**src/rtl/booth_multiplier_pkg.sv**
```systemverilog
// Shared types and constants for the radix-4 Booth multiplier: FSM states,
// Booth select codes and the 8-bit carry-lookahead slice used by the sum path.
package booth_multiplier_pkg;

  localparam int WIDTH      = 32;
  localparam int HI_W       = WIDTH + 2;
  localparam int MULT_ITERS = WIDTH / 2;
  localparam int CNT_W      = $clog2(MULT_ITERS);

  typedef enum logic [1:0] {
    S_IDLE = 2'd0,
    S_RUN  = 2'd1,
    S_DONE = 2'd2
  } state_e;

  typedef enum logic [2:0] {
    BOOTH_ZERO = 3'd0,
    BOOTH_P1   = 3'd1,
    BOOTH_P2   = 3'd2,
    BOOTH_N1   = 3'd3,
    BOOTH_N2   = 3'd4
  } booth_sel_e;

  function automatic booth_sel_e booth_select(input logic [2:0] bits);
    booth_sel_e sel;
    case (bits)
      3'b001, 3'b010: sel = BOOTH_P1;
      3'b011:         sel = BOOTH_P2;
      3'b100:         sel = BOOTH_N2;
      3'b101, 3'b110: sel = BOOTH_N1;
      default:        sel = BOOTH_ZERO;
    endcase
    return sel;
  endfunction

  // Each carry is a flat sum of generate/propagate products, not a ripple chain.
  function automatic logic [8:0] cla8(input logic [7:0] a, input logic [7:0] b,
                                      input logic cin);
    logic [7:0] g;
    logic [7:0] p;
    logic [8:0] c;
    logic       acc;
    logic       pp;
    g    = a & b;
    p    = a ^ b;
    c    = '0;
    c[0] = cin;
    for (int i = 0; i < 8; i++) begin
      acc = 1'b0;
      pp  = 1'b1;
      for (int j = i; j >= 0; j--) begin
        acc = acc | (pp & g[j]);
        pp  = pp & p[j];
      end
      c[i+1] = acc | (pp & cin);
    end
    return {c[8], p ^ c[7:0]};
  endfunction

endpackage

```
**src/rtl/booth_multiplier_if.sv**
```systemverilog
// Issue/result bundle between the execute-stage decoder and the multiplier.
interface booth_multiplier_if;
  import booth_multiplier_pkg::*;

  logic             ctrl_MULT;
  logic [WIDTH-1:0] data_operandA;
  logic [WIDTH-1:0] data_operandB;
  logic [WIDTH-1:0] data_result;
  logic             data_exception;
  logic             data_resultRDY;
  logic             busy;

  modport master (
    output ctrl_MULT, data_operandA, data_operandB,
    input  data_result, data_exception, data_resultRDY, busy
  );

  modport slave (
    input  ctrl_MULT, data_operandA, data_operandB,
    output data_result, data_exception, data_resultRDY, busy
  );
endinterface

```
**src/rtl/booth_recode.sv**
```systemverilog
// Radix-4 Booth recoder: maps {lo[1:0], q_1} onto operand-select controls.
module booth_recode
  import booth_multiplier_pkg::*;
(
  input  logic [1:0] lo_i,
  input  logic       q_1_i,
  output logic       sel_2x_o,
  output logic       negate_o,
  output logic       zero_o
);

  booth_sel_e sel;

  always_comb begin
    sel      = booth_select({lo_i, q_1_i});
    sel_2x_o = (sel == BOOTH_P2) || (sel == BOOTH_N2);
    negate_o = (sel == BOOTH_N1) || (sel == BOOTH_N2);
    zero_o   = (sel == BOOTH_ZERO);
  end

endmodule

```
**src/rtl/booth_multiplier.sv**
```systemverilog
// Multi-cycle signed 32x32 radix-4 Booth multiplier: 16 iterations through a
// 34-bit carry-lookahead accumulator, low product word plus overflow flag.
module booth_multiplier
  import booth_multiplier_pkg::*;
(
  input  logic               clock,
  input  logic               reset,
  booth_multiplier_if.slave  mul
);

  localparam int SLICES = (HI_W + 7) / 8;
  localparam int PAD_W  = SLICES * 8;

  state_e             state_q, state_d;
  logic [WIDTH-1:0]   m_q;
  logic [HI_W-1:0]    hi_q, hi_d;
  logic [WIDTH-1:0]   lo_q, lo_d;
  logic               q1_q, q1_d;
  logic [CNT_W-1:0]   count_q;
  logic [WIDTH-1:0]   result_q;
  logic               exc_q, exc_d;
  logic               start_accept;
  logic               last_iter;

  logic               sel_2x, negate, zero;
  logic [HI_W-1:0]    m_ext, op_base, op;
  logic [PAD_W-1:0]   sum_a, sum_b, sum_s;
  logic [SLICES:0]    cy;
  logic [HI_W-1:0]    hi_sum;
  logic signed [HI_W+WIDTH:0] shifted;
  logic               unused_sum;

  assign start_accept = mul.ctrl_MULT && ((state_q == S_IDLE) || (state_q == S_DONE));
  assign last_iter    = (count_q == CNT_W'(MULT_ITERS - 1));

  booth_recode u_recode (
    .lo_i     (lo_q[1:0]),
    .q_1_i    (q1_q),
    .sel_2x_o (sel_2x),
    .negate_o (negate),
    .zero_o   (zero)
  );

  // Subtraction = inverted operand with carry-in 1 into the slice chain.
  assign m_ext   = {{(HI_W-WIDTH){m_q[WIDTH-1]}}, m_q};
  assign op_base = zero ? '0 : (sel_2x ? (m_ext << 1) : m_ext);
  assign op      = negate ? ~op_base : op_base;

  assign sum_a = {{(PAD_W-HI_W){1'b0}}, hi_q};
  assign sum_b = {{(PAD_W-HI_W){1'b0}}, op};
  assign cy[0] = negate;

  genvar gi;
  generate
    for (gi = 0; gi < SLICES; gi++) begin : g_cla
      assign {cy[gi+1], sum_s[gi*8 +: 8]} = cla8(sum_a[gi*8 +: 8], sum_b[gi*8 +: 8], cy[gi]);
    end
  endgenerate

  assign hi_sum     = sum_s[HI_W-1:0];
  assign unused_sum = ^{sum_s[PAD_W-1:HI_W], cy[SLICES]};

  assign shifted = $signed({hi_sum, lo_q, q1_q}) >>> 2;
  assign hi_d    = shifted[HI_W+WIDTH:WIDTH+1];
  assign lo_d    = shifted[WIDTH:1];
  assign q1_d    = shifted[0];
  assign exc_d   = !((&{hi_d, lo_d[WIDTH-1]}) || !(|{hi_d, lo_d[WIDTH-1]}));

  always_ff @(posedge clock) begin
    if (reset) state_q <= S_IDLE;
    else       state_q <= state_d;
  end

  always_comb begin
    state_d = state_q;
    case (state_q)
      S_IDLE:  if (mul.ctrl_MULT) state_d = S_RUN;
      S_RUN:   if (last_iter) state_d = S_DONE;
      S_DONE:  state_d = mul.ctrl_MULT ? S_RUN : S_IDLE;
      default: state_d = S_IDLE;
    endcase
  end

  always_comb begin
    mul.busy           = 1'b0;
    mul.data_resultRDY = 1'b0;
    case (state_q)
      S_RUN:   mul.busy = 1'b1;
      S_DONE:  mul.data_resultRDY = 1'b1;
      default: ;
    endcase
  end

  always_ff @(posedge clock) begin
    if (reset) begin
      m_q      <= '0;
      hi_q     <= '0;
      lo_q     <= '0;
      q1_q     <= 1'b0;
      count_q  <= '0;
      result_q <= '0;
      exc_q    <= 1'b0;
    end else if (start_accept) begin
      m_q      <= mul.data_operandA;
      hi_q     <= '0;
      lo_q     <= mul.data_operandB;
      q1_q     <= 1'b0;
      count_q  <= '0;
      result_q <= '0;
      exc_q    <= 1'b0;
    end else if (state_q == S_RUN) begin
      hi_q    <= hi_d;
      lo_q    <= lo_d;
      q1_q    <= q1_d;
      count_q <= count_q + CNT_W'(1);
      if (last_iter) begin
        result_q <= lo_d;
        exc_q    <= exc_d;
      end
    end
  end

  assign mul.data_result    = result_q;
  assign mul.data_exception = exc_q;

endmodule

```
**src/flat_wrapper.sv**
```systemverilog
// flat-port wrapper written by rule: the top's interface ports become plain ports
module booth_multiplier_flat import booth_multiplier_pkg::*;
  (clock, reset, mul_ctrl_MULT, mul_data_operandA, mul_data_operandB, mul_data_result, mul_data_exception, mul_data_resultRDY, mul_busy);
  booth_multiplier_if mul_i ();
  input  logic clock;
  input  logic reset;
  input wire logic [$bits(mul_i.ctrl_MULT)-1:0] mul_ctrl_MULT;
  input wire logic [$bits(mul_i.data_operandA)-1:0] mul_data_operandA;
  input wire logic [$bits(mul_i.data_operandB)-1:0] mul_data_operandB;
  output wire logic [$bits(mul_i.data_result)-1:0] mul_data_result;
  output wire logic [$bits(mul_i.data_exception)-1:0] mul_data_exception;
  output wire logic [$bits(mul_i.data_resultRDY)-1:0] mul_data_resultRDY;
  output wire logic [$bits(mul_i.busy)-1:0] mul_busy;
  assign mul_i.ctrl_MULT = mul_ctrl_MULT;
  assign mul_i.data_operandA = mul_data_operandA;
  assign mul_i.data_operandB = mul_data_operandB;
  assign mul_data_result = mul_i.data_result;
  assign mul_data_exception = mul_i.data_exception;
  assign mul_data_resultRDY = mul_i.data_resultRDY;
  assign mul_busy = mul_i.busy;
  booth_multiplier u_core (.clock(clock), .reset(reset), .mul(mul_i));
endmodule
```
**config.mk**
```make
export PLATFORM = sky130hd
export DESIGN_NAME = booth_multiplier_flat
export DESIGN_NICKNAME = d
export VERILOG_FILES = /design/src/rtl/booth_multiplier_pkg.sv /design/src/rtl/booth_multiplier_if.sv /design/src/rtl/booth_recode.sv /design/src/rtl/booth_multiplier.sv /design/src/flat_wrapper.sv
export SDC_FILE = /design/constraint.sdc
export NUM_CORES = 1
export LEC_CHECK = 0
export ABC_AREA = 0
export CORE_MARGIN = 2
export CORE_UTILIZATION = 50
export CTS_CLUSTER_DIAMETER = 80
export CTS_CLUSTER_SIZE = 16
export DETAILED_ROUTE_END_ITERATION = 7
export PLACE_DENSITY = 0.77
export SETUP_SLACK_MARGIN = 0.3
export SKIP_CTS_REPAIR_TIMING = 1
export SLEW_MARGIN = 20
export SYNTH_ARGS = -nofsm -noshare
export SYNTH_HDL_FRONTEND = slang
export SYNTH_SLANG_ARGS = --single-unit
```
**constraint.sdc**
```tcl
create_clock -name clock -period 5.7 [get_ports clock]
set_input_delay 1.14 -clock clock [delete_from_list [all_inputs] [get_ports clock]]
set_output_delay 1.14 -clock clock [all_outputs]
set_load 0.03 [all_outputs]
```
==> flow_summary.yaml <==
run_status:
  status: "finished clean"
placed_design:
  gp_congestion: 0.919
  portBuffers: 101
  dp_cells: 1205
  place_hpwl_um: 13900
clock_tree:
  cts_sinks: 136
  cts_buffer_depth: 2
  ctsRootBufferMaster: "clkbuf_16"
  cts_tree: "done"
  clkLatencyLatePin_ps: 430
  cts_made_buffers: 17
  htreeDepth: 4
  cts.clk_slew.worst_paths_ps: 70
global_routing:
  grtUsageTotal: 0.253
  antenna_found_initial: 0
  globalRouteOverflowTotal: 0
  grt_pass1_wl_um: 32700
  grt_max_degree: 70
  grt_pass1_vias: 6695
synthesis:
  ys.warnings.count: 0
  synth_nets: 1057
  synth-edff-count: 0
  synth_cell_types: 57
  synthFlopType: "dfxtp_1"
  yosysSeqAreaShare: 0.369
  synth_seq_cells: 136
  synthArstFlopShare: 0
  syn_inst: 953
  syn_area_sq_mm: 0.00738
  avgSynthCellArea_sq_um: 7.74
worst_setup_path:
  r2r-start: "u_core.lo_q[0]"
  reg2reg_slack_ps: 200
  cp_max_fo: 12
  cpLargestDelayFamily: "simple AND/OR/NAND/NOR gates"
  crit_buf_inv: 0
  crit_path_frequent_cell: "nor2_1"
  critPathCaptureType: "register"
  critPathKind: "reg2reg"
  cp_data_arrival_time_ps: 5810
  reg2reg_depth: 22
  start_kind: "register"
  critPathMaxStageDelay_ps: 630
  r2r-end: "u_core.mul.data_exception"
  slowest_stage: "or3b_2"
  cp_cell_sequence: "or3b_2, o21ai_0, ha_1, a21oi_1, o21bai_1, a221o_1, a211oi_4, o21ba_2, o21bai_2, a21oi_1, nor2_1, nor2_1, fa_1, nor2_1, nand3_1, nor4_2, nand4_1, nor4b_2, or4b_1, or4_1, nor4_2, nor3_1"
  required_ps: 6010
min_path:
  hold_start: "u_core.mul.data_result[12]"
  worstHoldEndpoint: "u_core.mul.data_result[12]"
  min_path_type: "reg2reg"
  min_path_cells: 2
timing:
  rsz0062_at_grt: "yes"
  hold_viol: 0
  setup_viol: 0
  min_period_ps: 5500
  tightest_slew_ps: 818
  max_slew_margin: 0.455
  fmax_mhz: 182
  finalClockSkew_ps: 9.09
  slew_violations: 0
  fin_crit_sh: 0.965
pwr:
  leakagePower_nw: 3.60
  ir_worst_vdd_mv: 0.231
  power_mw: 2.50
  powerDensity_mw_per_mm2: 267
routing:
  route.met3.wl_um: 1440
  finalWirelength_um: 20300
  wl_per_cell_um: 16.3
  top_layer: "met4"
  route.met2.wl_um: 9140
  wl_met1_um: 9240
  vias: 7115
  vias_per_cell: 5.73
  first_pass_iters: 5
  drc: 0
  ant_nets: 0
  drtIter0Drc: 604
floorplan:
  io_pins: 102
  die_h_um: 125
  die_area_sq_mm: 0.0157
  row_count: 44
  start_util: 0.509
  core_area_sq_mm: 0.0145
  die_x_um: 125
cells_and_area:
  fill_cells: 1247
  insertedDiodeCount: 0
  stdcell_count: 1242
  nets: 1149
  drive_gt1_frac: 0.101
  final_cell_mix: "218 x nand2_1, 137 x a21oi_1, 133 x dfxtp_1, 100 x clkdlybuf4s50_1, 62 x a22oi_1"
  syn_to_final_growth_pct: 27.0
  final_common_cell: "nand2_1"
run:
  drv_cap: 0
worst register-to-register path: cells and delay by family, from the launching register on:
family | cells | cell delay (ps)
adder cells (fa/ha/maj) | 2 | 760
AO/OA/AOI/OAI | 8 | 1570
flip-flops | 1 | 360
AND/OR/NAND/NOR | 12 | 2690
state kept, by name, summed over array words and instances, names as in the netlist:
| name | count |
|---|---|
| u_core.lo_q | 32 |
| u_core.m_q | 32 |
| u_core.mul.data_exception | 1 |
| u_core.q1_q | 1 |
| u_core.hi_q | 32 |
| u_core.state_q | 2 |
| u_core.mul.data_result | 32 |
| u_core.count_q | 4 |
power by group:
part,switching (mW),internal [mW],leakage (nW)
Combinational,0.258,0.182,2.23
Clock,0.460,0.573,0.259
Sequential,0.0387,0.990,1.11
per-stage QoR:
step | instance area (sq um) | worst slack (ps) | hold slack, ps | setup TNS, ps | utilization
after floorplan | 7400 | 300 | 440 | 0 | -
after global placement | 8670 | 207 | 442 | 0 | 0.599
after detailed placement | 8670 | 127 | 447 | 0 | 0.599
after CTS | 9240 | 51.5 | 457 | 0 | 0.638
after global routing | 9370 | -112 | 481 | -112 | 0.647
final | 9370 | 197 | 455 | 0 | 0.647
cell usage after synthesis, types with 6 or more instances:
library cell | n | area [sq um]
and2_1 | 6 | 37.5
a22oi_1 | 63 | 473
nand2_1 | 218 | 818
dfxtp_1 | 136 | 2720
clkbuf_1 | 54 | 203
a211oi_1 | 7 | 52.6
nand4_1 | 6 | 37.5
buf_1 | 9 | 33.8
xnor2_1 | 19 | 166
or3_1 | 6 | 37.5
a21o_1 | 7 | 52.6
nor3_1 | 11 | 55.1
xor2_1 | 46 | 403
inv_1 | 11 | 41.3
nor2b_1 | 6 | 37.5
o21ai_0 | 42 | 210
ha_1 | 33 | 413
nor2_1 | 47 | 176
nand3_1 | 13 | 65.1
nor4_1 | 7 | 43.8
a21oi_1 | 139 | 696
logic make-up (layout without fill, tap and decap cells):
logic type,after synthesis,in the layout,share of synthesized area
simple gates,348,349,0.207
compound gates,289,289,0.239
flops,136,136,0.369
buf+inv,77,181,0.0395
xor+xnor,65,65,0.0772
fa+ha+maj,38,38,0.0682
per-layer routing:
metal,up-vias,global-route usage
met5,-,0
met4,0,0.0843
met3,39,0.0591
met2,251,0.391
met1,3297,0.350
li1,3528,-
worst max path at each step:
stage                     cells past startpoint                   endpoint           start
final                                        22  u_core.mul.data_exception  u_core.lo_q[0]
after global routing                         24  u_core.mul.data_exception  u_core.lo_q[1]
after CTS                                    24  u_core.mul.data_exception  u_core.lo_q[1]
after detailed placement                     24  u_core.mul.data_exception  u_core.lo_q[1]
after global placement                       23  u_core.mul.data_exception  u_core.lo_q[0]
after floorplan                              25  u_core.mul.data_exception  u_core.lo_q[1]
area by class of cell:
type,instances,area [sq um],share of cell area
repair buffers,137,1300,0.139
clock inverters,15,138,0.0147
clock buffers,17,425,0.0454
multi-input cells,741,4500,0.480
flip-flops and latches,136,2730,0.291
well taps,184,230,0.0246
inverters,12,45.0,0.00481
Power figures use the tool's default switching activity.
